<file path="config.mk">
export PLATFORM = sky130hd
export DESIGN_NAME = roll_over_counter_flat
export DESIGN_NICKNAME = d
export VERILOG_FILES = /design/src/rtl/roll_over_counter_if.sv /design/src/rtl/roll_over_counter.sv /design/src/flat_wrapper.sv
export SDC_FILE = /design/constraint.sdc
export NUM_CORES = 1
export LEC_CHECK = 0
export CELL_PAD_IN_SITES_DETAIL_PLACEMENT = 1
export CELL_PAD_IN_SITES_GLOBAL_PLACEMENT = 2
export CORE_MARGIN = 8
export CORE_UTILIZATION = 31
export DETAILED_ROUTE_END_ITERATION = 10
export GPL_ROUTABILITY_DRIVEN = 0
export PLACE_DENSITY = 0.7
export SETUP_SLACK_MARGIN = 0.3
export SYNTH_ARGS = -nofsm -noshare
export SYNTH_HDL_FRONTEND = slang
export SYNTH_SLANG_ARGS = --single-unit
</file>
<file path="constraint.sdc">
create_clock -name i_clk -period 1.8 [get_ports i_clk]
set_clock_uncertainty 0.05 [all_clocks]
set_input_delay 0.36 -clock i_clk [delete_from_list [all_inputs] [get_ports i_clk]]
set_output_delay 0.36 -clock i_clk [all_outputs]
set_load 0.05 [all_outputs]
</file>
<file path="src/rtl/roll_over_counter_if.sv">
// ============================================================================
// roll_over_counter_if : limit-update valid/ready channel of roll_over_counter
// Rev 1.0
// ============================================================================
`default_nettype none

interface roll_over_counter_if #(
  parameter int WIDTH = 8
);
  logic [WIDTH-1:0] i_limit;
  logic             i_limit_valid;
  logic             o_limit_ready;

  modport master (
    output i_limit,
    output i_limit_valid,
    input  o_limit_ready
  );

  modport slave (
    input  i_limit,
    input  i_limit_valid,
    output o_limit_ready
  );
endinterface

`default_nettype wire

</file>
<file path="src/rtl/roll_over_counter.sv">
// ============================================================================
// roll_over_counter : programmable prescaler, period = limit+1 clocks, with
// wrap-aligned limit updates. Optional pulse statistics: ROLL_OVER_STATS_EN.
// Rev 1.0
// ============================================================================
`default_nettype none

module roll_over_counter #(
  parameter int WIDTH         = 8,
  parameter int DEFAULT_LIMIT = 4
) (
  input  wire               i_clk,
  input  wire               i_reset,
  input  wire               i_enable,
  roll_over_counter_if.slave lim,
`ifdef ROLL_OVER_STATS_EN
  input  wire               i_stats_clr,
  output logic [15:0]       o_roll_cnt,
`endif
  output logic              o_roll_over,
  output logic [WIDTH-1:0]  o_count
);

  localparam logic [1:0] STOP  = 2'd0;
  localparam logic [1:0] RUN   = 2'd1;
  localparam logic [1:0] PAUSE = 2'd2;

  localparam logic [WIDTH-1:0] LIMIT_RST = WIDTH'(DEFAULT_LIMIT);
  localparam logic [WIDTH-1:0] LIMIT_MIN = {{(WIDTH-1){1'b0}}, 1'b1};

  logic [1:0]       state;
  logic [WIDTH-1:0] active_limit;
  logic [WIDTH-1:0] pending_limit;
  logic             pending_valid;

  logic             accept;
  logic [WIDTH-1:0] new_limit;
  logic             counting;
  logic             wrap;

  assign lim.o_limit_ready = ~pending_valid;
  assign accept    = lim.i_limit_valid & ~pending_valid;
  assign new_limit = (lim.i_limit == '0) ? LIMIT_MIN : lim.i_limit;
  // The edge that leaves STOP/PAUSE only changes state; counting starts one edge later.
  assign counting  = (state == RUN) & i_enable;
  assign wrap      = counting & (o_count == active_limit);

  always_ff @(posedge i_clk or posedge i_reset) begin
    if (i_reset) begin
      state         <= STOP;
      o_count       <= '0;
      o_roll_over   <= 1'b0;
      active_limit  <= LIMIT_RST;
      pending_limit <= '0;
      pending_valid <= 1'b0;
    end else begin
      o_roll_over <= wrap;

      case (state)
        STOP:    if (i_enable)  state <= RUN;
        RUN:     if (!i_enable) state <= PAUSE;
        PAUSE:   if (i_enable)  state <= RUN;
        default: state <= STOP;
      endcase

      if (wrap) begin
        o_count <= '0;
        if (pending_valid) begin
          active_limit  <= pending_limit;
          pending_valid <= 1'b0;
        end
      end else if (counting) begin
        o_count <= o_count + 1'b1;
      end

      // Accepting while running is deferred to the next wrap; otherwise it applies directly.
      if (accept) begin
        if (state == RUN) begin
          pending_limit <= new_limit;
          pending_valid <= 1'b1;
        end else begin
          active_limit <= new_limit;
          if (o_count > new_limit) o_count <= '0;
        end
      end
    end
  end

`ifdef ROLL_OVER_STATS_EN
  always_ff @(posedge i_clk or posedge i_reset) begin
    if (i_reset) begin
      o_roll_cnt <= '0;
    end else if (i_stats_clr) begin
      o_roll_cnt <= '0;
    end else if (o_roll_over && (o_roll_cnt != 16'hFFFF)) begin
      o_roll_cnt <= o_roll_cnt + 16'd1;
    end
  end
`endif

endmodule

`default_nettype wire

</file>
<file path="src/flat_wrapper.sv">
// flat-port wrapper written by rule: the top's interface ports become plain ports
module roll_over_counter_flat 
#(
  parameter int WIDTH         = 8,
  parameter int DEFAULT_LIMIT = 4
)
  (i_clk, i_reset, i_enable, o_roll_over, o_count, lim_i_limit, lim_i_limit_valid, lim_o_limit_ready);
  roll_over_counter_if #(.WIDTH(WIDTH)) lim_i ();
  input  wire i_clk;
  input  wire i_reset;
  input  wire i_enable;
  output logic o_roll_over;
  output logic [WIDTH-1:0] o_count;
  input wire logic [$bits(lim_i.i_limit)-1:0] lim_i_limit;
  input wire logic [$bits(lim_i.i_limit_valid)-1:0] lim_i_limit_valid;
  output wire logic [$bits(lim_i.o_limit_ready)-1:0] lim_o_limit_ready;
  assign lim_i.i_limit = lim_i_limit;
  assign lim_i.i_limit_valid = lim_i_limit_valid;
  assign lim_o_limit_ready = lim_i.o_limit_ready;
  roll_over_counter #(.WIDTH(WIDTH), .DEFAULT_LIMIT(DEFAULT_LIMIT)) u_core (.i_clk(i_clk), .i_reset(i_reset), .i_enable(i_enable), .lim(lim_i), .o_roll_over(o_roll_over), .o_count(o_count));
endmodule
</file>
==> results.toml, run 1 <==
[synth]
yosysSeqAreaShare = 0.451
ys.flop_type = "dfrtp_1"
synth.top_cell.area_share = 0.434
ys_warn_count = 0
ys_types = 34
synth_edf_count = 0
syn_area_sq_um = 1560
syn_avg_cell_area_sq_um = 10.7
synth-seq-cells = 28
synth_fp_nets = 167
yosys-top-cells-area = "dfrtp_1 43%, ha_1 7.2%, mux2i_1 5.8%, mux2_2 5.1%, xor2_1 5.1%"
yosys.area.top_type = "dfrtp_1"
async_flop_share = 1.00
synth_cells = 146

[final_layout]
area_growth_pct = 57.8
layout_common_cells = "46 x buf_4, 21 x dfrtp_1, 12 x a21oi_1"
drive_gt1_frac = 0.519
diodes = 0
finalNetCount = 238
final_core_util = 0.494
final_common_cell = "buf_4"
fillers = 553

[power_and_ir_drop]
clkPwrFrac = 0.117
power_frac_seq = 0.368
p_leak_uw = 0.00119
p_per_area_nw_per_um2 = 1250
netSwitchingFraction = 0.403
ir_drop_mv = 0.592
switching_power_uw = 1240
internal-power_uw = 1840
power_frac_comb = 0.515

[timing]
setup_viol = 15
rsz0062_at_grt = "yes"
setup_ws_ns = -0.0848
hold_viol_final = 0
slew_headroom = 0.703
period_share = 1.05
slew_viol_final = 0
worstMarginPinSlew_ns = 0.444
min_period_ns = 1.88
clock.fmax_mhz = 531

[setup_path]
reg2reg_from = "u_core.o_count[2]"
worstSetupPathType = "flip-flop to flip-flop"
path_depth = 6
crit_arrival_ns = 2.00
startpoint = "u_core.o_count[2]"
max_stage_delay_ns = 0.46
end_kind = "flip-flop"
crit_family = "simple AND/OR/NAND/NOR gates"
r2r-end = "u_core.active_limit[1]"
cp-start-kind = "flip-flop"
worst-path-buf-inv = 1
reg2reg_depth = 6
crit_fanout = 8
slowest_stage = "dfrtp_2"
rrSetupSlack_ns = -0.08
worstSetupEndpoint = "u_core.active_limit[1]"
worstPathCellList = "xor2_2 -> nor4_2 -> buf_4 -> nand4_4 -> mux2i_1 -> a21oi_1"
cp.required_ns = 1.91

[floorplan]
core_area_sq_um = 4980
die_area_sq_um = 7550
ios = 22
fp.dieW_um = 86.9
start_util = 0.313
die_h_um = 86.9
num_rows = 26

[route]
firstDrtPassIters = 2
routed_wl_mm = 4.98
drt_iter0_markers = 19
remaining_drc_errors = 0
wl_per_cell_um = 17.4
route.antenna.remaining_nets = 0
vias_per_cell = 4.77
num_vias = 1364

[status]
violations = "setup timing"
status = "finished, violations left"

[grt]
grt_pass1_wl_mm = 8.05
grt_max_degree = 29
grt_overflow_total = 0
grt_pass1_vias = 1569
antenna_found_initial = 0
grtUsageTotal = 0.137

[placed_design]
port-buffer-count = 21
pre_cts_ws_ns = -0.783
dpl.hpwl_mm = 3.42

[worst_hold_path]
min_path_type = "input pin to flip-flop"
min_path_cells = 2

[clock_tree]
clock_sinks = 28
path_clk_slew_ns = 0.10
cts_made_buffers = 3
htreeDepth = 1
cts_tree = "done"
clk_latency_ns = 0.28
cts_root_buffer = "clkbuf_8"
clockBufferDepth = 2

[flow_run]
max_cap_viol_count = 0
## synthesized netlist by cell type (3+ instances only)
| cell type | count |
|---|---|
| nand2_1 | 4 |
| nor3_1 | 9 |
| nor2_1 | 12 |
| ha_1 | 9 |
| xnor2_1 | 6 |
| mux2_2 | 7 |
| inv_1 | 13 |
| nand2b_1 | 3 |
| a21oi_1 | 12 |
| xor2_1 | 9 |
| dfrtp_1 | 27 |
| mux2i_1 | 9 |
## how the worst min path moves through the flow
stage / from / end / slack [ns]
after floorplan: i_reset / u_core.active_limit[0] / 0.37
after global placement: u_core.pending_limit[6] / u_core.pending_limit[6] / 0.44
after detailed placement: u_core.state[1] / u_core.state[0] / 0.45
after CTS: lim_i_limit[1] / u_core.pending_limit[1] / 0.29
after global routing: lim_i_limit[1] / u_core.pending_limit[1] / 0.30
final: lim_i_limit[1] / u_core.pending_limit[1] / 0.29
## stage by stage
stage | setup TNS, ns | std cells | cell area (sq um) | hold slack (ns) | total power, uW
6_report | -0.705 | 286 | 2460 | 0.290 | 3080
5_1_grt | -1.98 | 286 | 2460 | 0.297 | 3290
4_1_cts | -0.363 | 282 | 2400 | 0.287 | 3000
3_5_place_dp | -9.16 | 262 | 2110 | 0.454 | 2460
3_3_place_gp | -8.31 | 262 | 2110 | 0.439 | 2390
2_1_floorplan | -0.915 | 146 | 1600 | 0.373 | 1910
## worst reg2reg max path: cells and delay by family, from the launching register on
family / cells / cell delay [ns]
AND/OR/NAND/NOR: 2 / 0.52
flip-flops: 1 / 0.46
multiplexers: 1 / 0.27
XOR/XNOR: 1 / 0.19
buffers and inverters: 1 / 0.18
AO/OA/AOI/OAI: 1 / 0.10
## metal layers
layer | GRT usage | wire length, um | part of all wire
met1 | 0.154 | 2050 | 0.41
met2 | 0.262 | 2740 | 0.55
met3 | 0.0245 | 164 | 0.033
met4 | 0.0266 | 25 | 0.0050
met5 | 0 | 0 | 0
## kinds of logic (layout without fill, tap and decap cells)
logic type / Yosys count / count (layout) / share of synthesized area
and+or+nand+nor: 44 / 44 / 0.165
DFF: 28 / 28 / 0.451
AOI/OAI and AO/OA: 19 / 19 / 0.0827
muxes: 16 / 16 / 0.108
xor gates and xnor gates: 15 / 15 / 0.0843
buffers and inverters: 15 / 85 / 0.0369
adders and majority gates: 9 / 9 / 0.0723
## registers in the layout, indices dropped and copies added (netlist names)
signal	count
u_core.pending_valid	1
u_core.o_roll_over	1
u_core.active_limit	8
u_core.pending_limit	8
u_core.o_count	8
u_core.state	2
## power by group through the flow
stage	Sequential (uW)	Clock, uW	Combinational, uW
2_1_floorplan	1290	0	621
3_3_place_gp	1110	0	1280
3_5_place_dp	1120	0	1340
4_1_cts	1120	377	1510
5_1_grt	1160	393	1730
6_report	1130	360	1580
## final cells by class
class / instances / area (sq um) / share of cell area
timing repair buffer: 68 / 589 / 0.240
tap: 70 / 87.6 / 0.0356
inverter: 13 / 48.8 / 0.0198
clock buffer: 4 / 45.0 / 0.0183
multi-input combinational: 103 / 978 / 0.398
sequential: 28 / 709 / 0.289
## timing repair
action	CTS	global route
setup buffers	15	4
gates resized for setup	73	9
endpoints found under the setup margin	25	29
cloned	1	0
hold buffers	0	0
pin swaps	13	12
No activity file was read; power rests on OpenSTA's default activity.
==> run 2, diff against run 1 <==
- CTS_CLUSTER_DIAMETER: default -> 50
==> results of run 2 <==
The final DEF is identical to that of run 1; final timing and power are the same.
==> run 3, diff against run 2 <==
- SETUP_SLACK_MARGIN: 0.3 -> 0.15
==> run 3 against run 2 <==
The run still ends with setup timing left; count of clock-buffer cells in the layout fell by 1; non-clock buffer count fell by 11; cell count fell by 3.8%; maximum frequency rose by 0.20%; worst hold slack improved by 0.079 ns; die area did not move; combinational power barely moved; power rose by 3.9%; clock power rose by 41%; core utilization fell by 1.3 points.
==> results.toml, run 3 (synthesis gave the netlist of run 1 again) <==
[status]
status = "finished, violations left"
violations = "setup timing"

[setup_path]
crit_fanout = 8
worstSetupPathType = "flip-flop to flip-flop"
worst-path-buf-inv = 1
crit_arrival_ns = 2.00
max_stage_delay_ns = 0.47
slowest_stage = "dfrtp_2"
cp.required_ns = 1.92
crit_family = "compound AO/OA/AOI/OAI gates"
end_kind = "flip-flop"
cp-start-kind = "flip-flop"
worstPathCellList = "ha_4 -> nor2b_4 -> o21a_1 -> o21ai_2 -> a2111oi_4 -> buf_6 -> nor3_2"

[route]
wl_met1_mm = 2.07
wl_met3_um = 114
routed_wl_mm = 4.64
wl_per_cell_um = 16.9
remaining_drc_errors = 0
num_vias = 1292
route.antenna.remaining_nets = 0
firstDrtPassIters = 4
top_layer_used = "met4"
drt_iter0_markers = 24
dr_wl_met2_mm = 2.40
vias_per_cell = 4.70

[power_and_ir_drop]
switching_power_uw = 1240
power_frac_comb = 0.492
internal-power_uw = 1950
p_total_uw = 3200
netSwitchingFraction = 0.389
clkPwrFrac = 0.159
p_leak_uw = 0.00112
ir_drop_mv = 0.532
p_per_area_nw_per_um2 = 1340
power_frac_seq = 0.350

[floorplan]
die_area_sq_um = 7550
ios = 22
core_area_sq_um = 4980
die_h_um = 86.9
num_rows = 26
start_util = 0.313
fp.dieW_um = 86.9

[flow_run]
max_cap_viol_count = 0

[final_layout]
final_core_util = 0.481
top_regs = "u_core.active_limit (8), u_core.o_count (8), u_core.pending_limit (8)"
finalNetCount = 227
area_growth_pct = 53.7
fillers = 534
layout_common_cells = "37 x buf_4, 21 x dfrtp_1, 12 x a21oi_1"
diodes = 0
drive_gt1_frac = 0.493
final_common_cell = "buf_4"
stdcell_area_sq_um = 2390

[clock_tree]
htreeDepth = 1
path_clk_slew_ns = 0.11
clk_latency_ns = 0.28
cts_tree = "done"
clockBufferDepth = 2
clock_sinks = 28
cts_made_buffers = 3
cts_root_buffer = "clkbuf_8"
hold_buffers = 0

[grt]
grt_pass1_vias = 1509
grt_overflow_total = 0
grtUsageTotal = 0.130
grt_pass1_wl_mm = 7.62
grt_max_degree = 29
antenna_found_initial = 0

[timing]
clock.fmax_mhz = 532
rsz0062_at_grt = "yes"
worstMarginPinSlew_ns = 0.362
min_period_ns = 1.88
slew_viol_final = 0
slew_headroom = 0.759
setup_viol = 8
period_share = 1.05
hold_viol_final = 0
setup_ws_ns = -0.0810

[worst_hold_path]
min_path_type = "input pin to flip-flop"

[placed_design]
port-buffer-count = 21
placed_cell_area_sq_um = 2110
dpl.hpwl_mm = 3.48
pre_cts_ws_ns = -0.763
==> run 3: worst paths after layout <==
check	start	to	slack (ns)	cells past startpoint
worst min-delay path	lim_i_limit[2]	u_core.pending_limit[2]	0.37	3
worst max register to register	u_core.o_count[1]	u_core.o_count[4]	-0.08	7
worst max-delay path	u_core.o_count[1]	u_core.o_count[4]	-0.08	7
worst min register to register	u_core.pending_limit[3]	u_core.pending_limit[3]	0.47	1
max in group asynchronous	i_reset	u_core.active_limit[2]	1.02	3
min in group asynchronous	i_reset	u_core.pending_limit[2]	0.38	3
==> run 3: metrics by stage <==
step           hold WS [ns]  instances  setup TNS (ns)
2_1_floorplan         0.373        146          -0.915
3_3_place_gp          0.439        263           -7.85
3_5_place_dp          0.447        263           -8.65
4_1_cts               0.371        273          -0.351
5_1_grt               0.374        275           -1.55
6_report              0.369        275          -0.545
==> run 3: cell type report <==
cell class,count,area [sq um],share of cell area
multi-input combinational,103,963,0.402
sequential,28,709,0.296
timing repair buffer,57,514,0.215
tap,70,87.6,0.0366
inverter,13,48.8,0.0204
clock buffer,3,41.3,0.0172
clock inverter,1,30.0,0.0125
==> run 3: power groups by stage <==
stage / Clock (uW) / Combinational (uW) / Sequential (uW)
floorplan: 0 / 620 / 1290
global placement: 0 / 1280 / 1110
detailed placement: 0 / 1350 / 1130
CTS: 517 / 1480 / 1120
global route: 539 / 1700 / 1150
finish: 507 / 1570 / 1120
==> run 3: layer usage <==
metal,GRT usage,vias to the layer above
met2,0.243,22
met3,0.0160,5
met4,0.0188,0
li1,-,622
met5,0,-
met1,0.155,643
==> run 3: timing repair <==
item / 4_1_cts / 5_1_grt
pin swaps: 15 / 7
resized for setup: 55 / 16
buffers inserted: 5 / 2
endpoints found under the setup margin: 23 / 26
cloned: 1 / 0
==> run 3: tightest hold or removal path, stage by stage <==
cell	delay [ns]
buf_6	0.08
buf_4	0.11
mux2_2	0.13
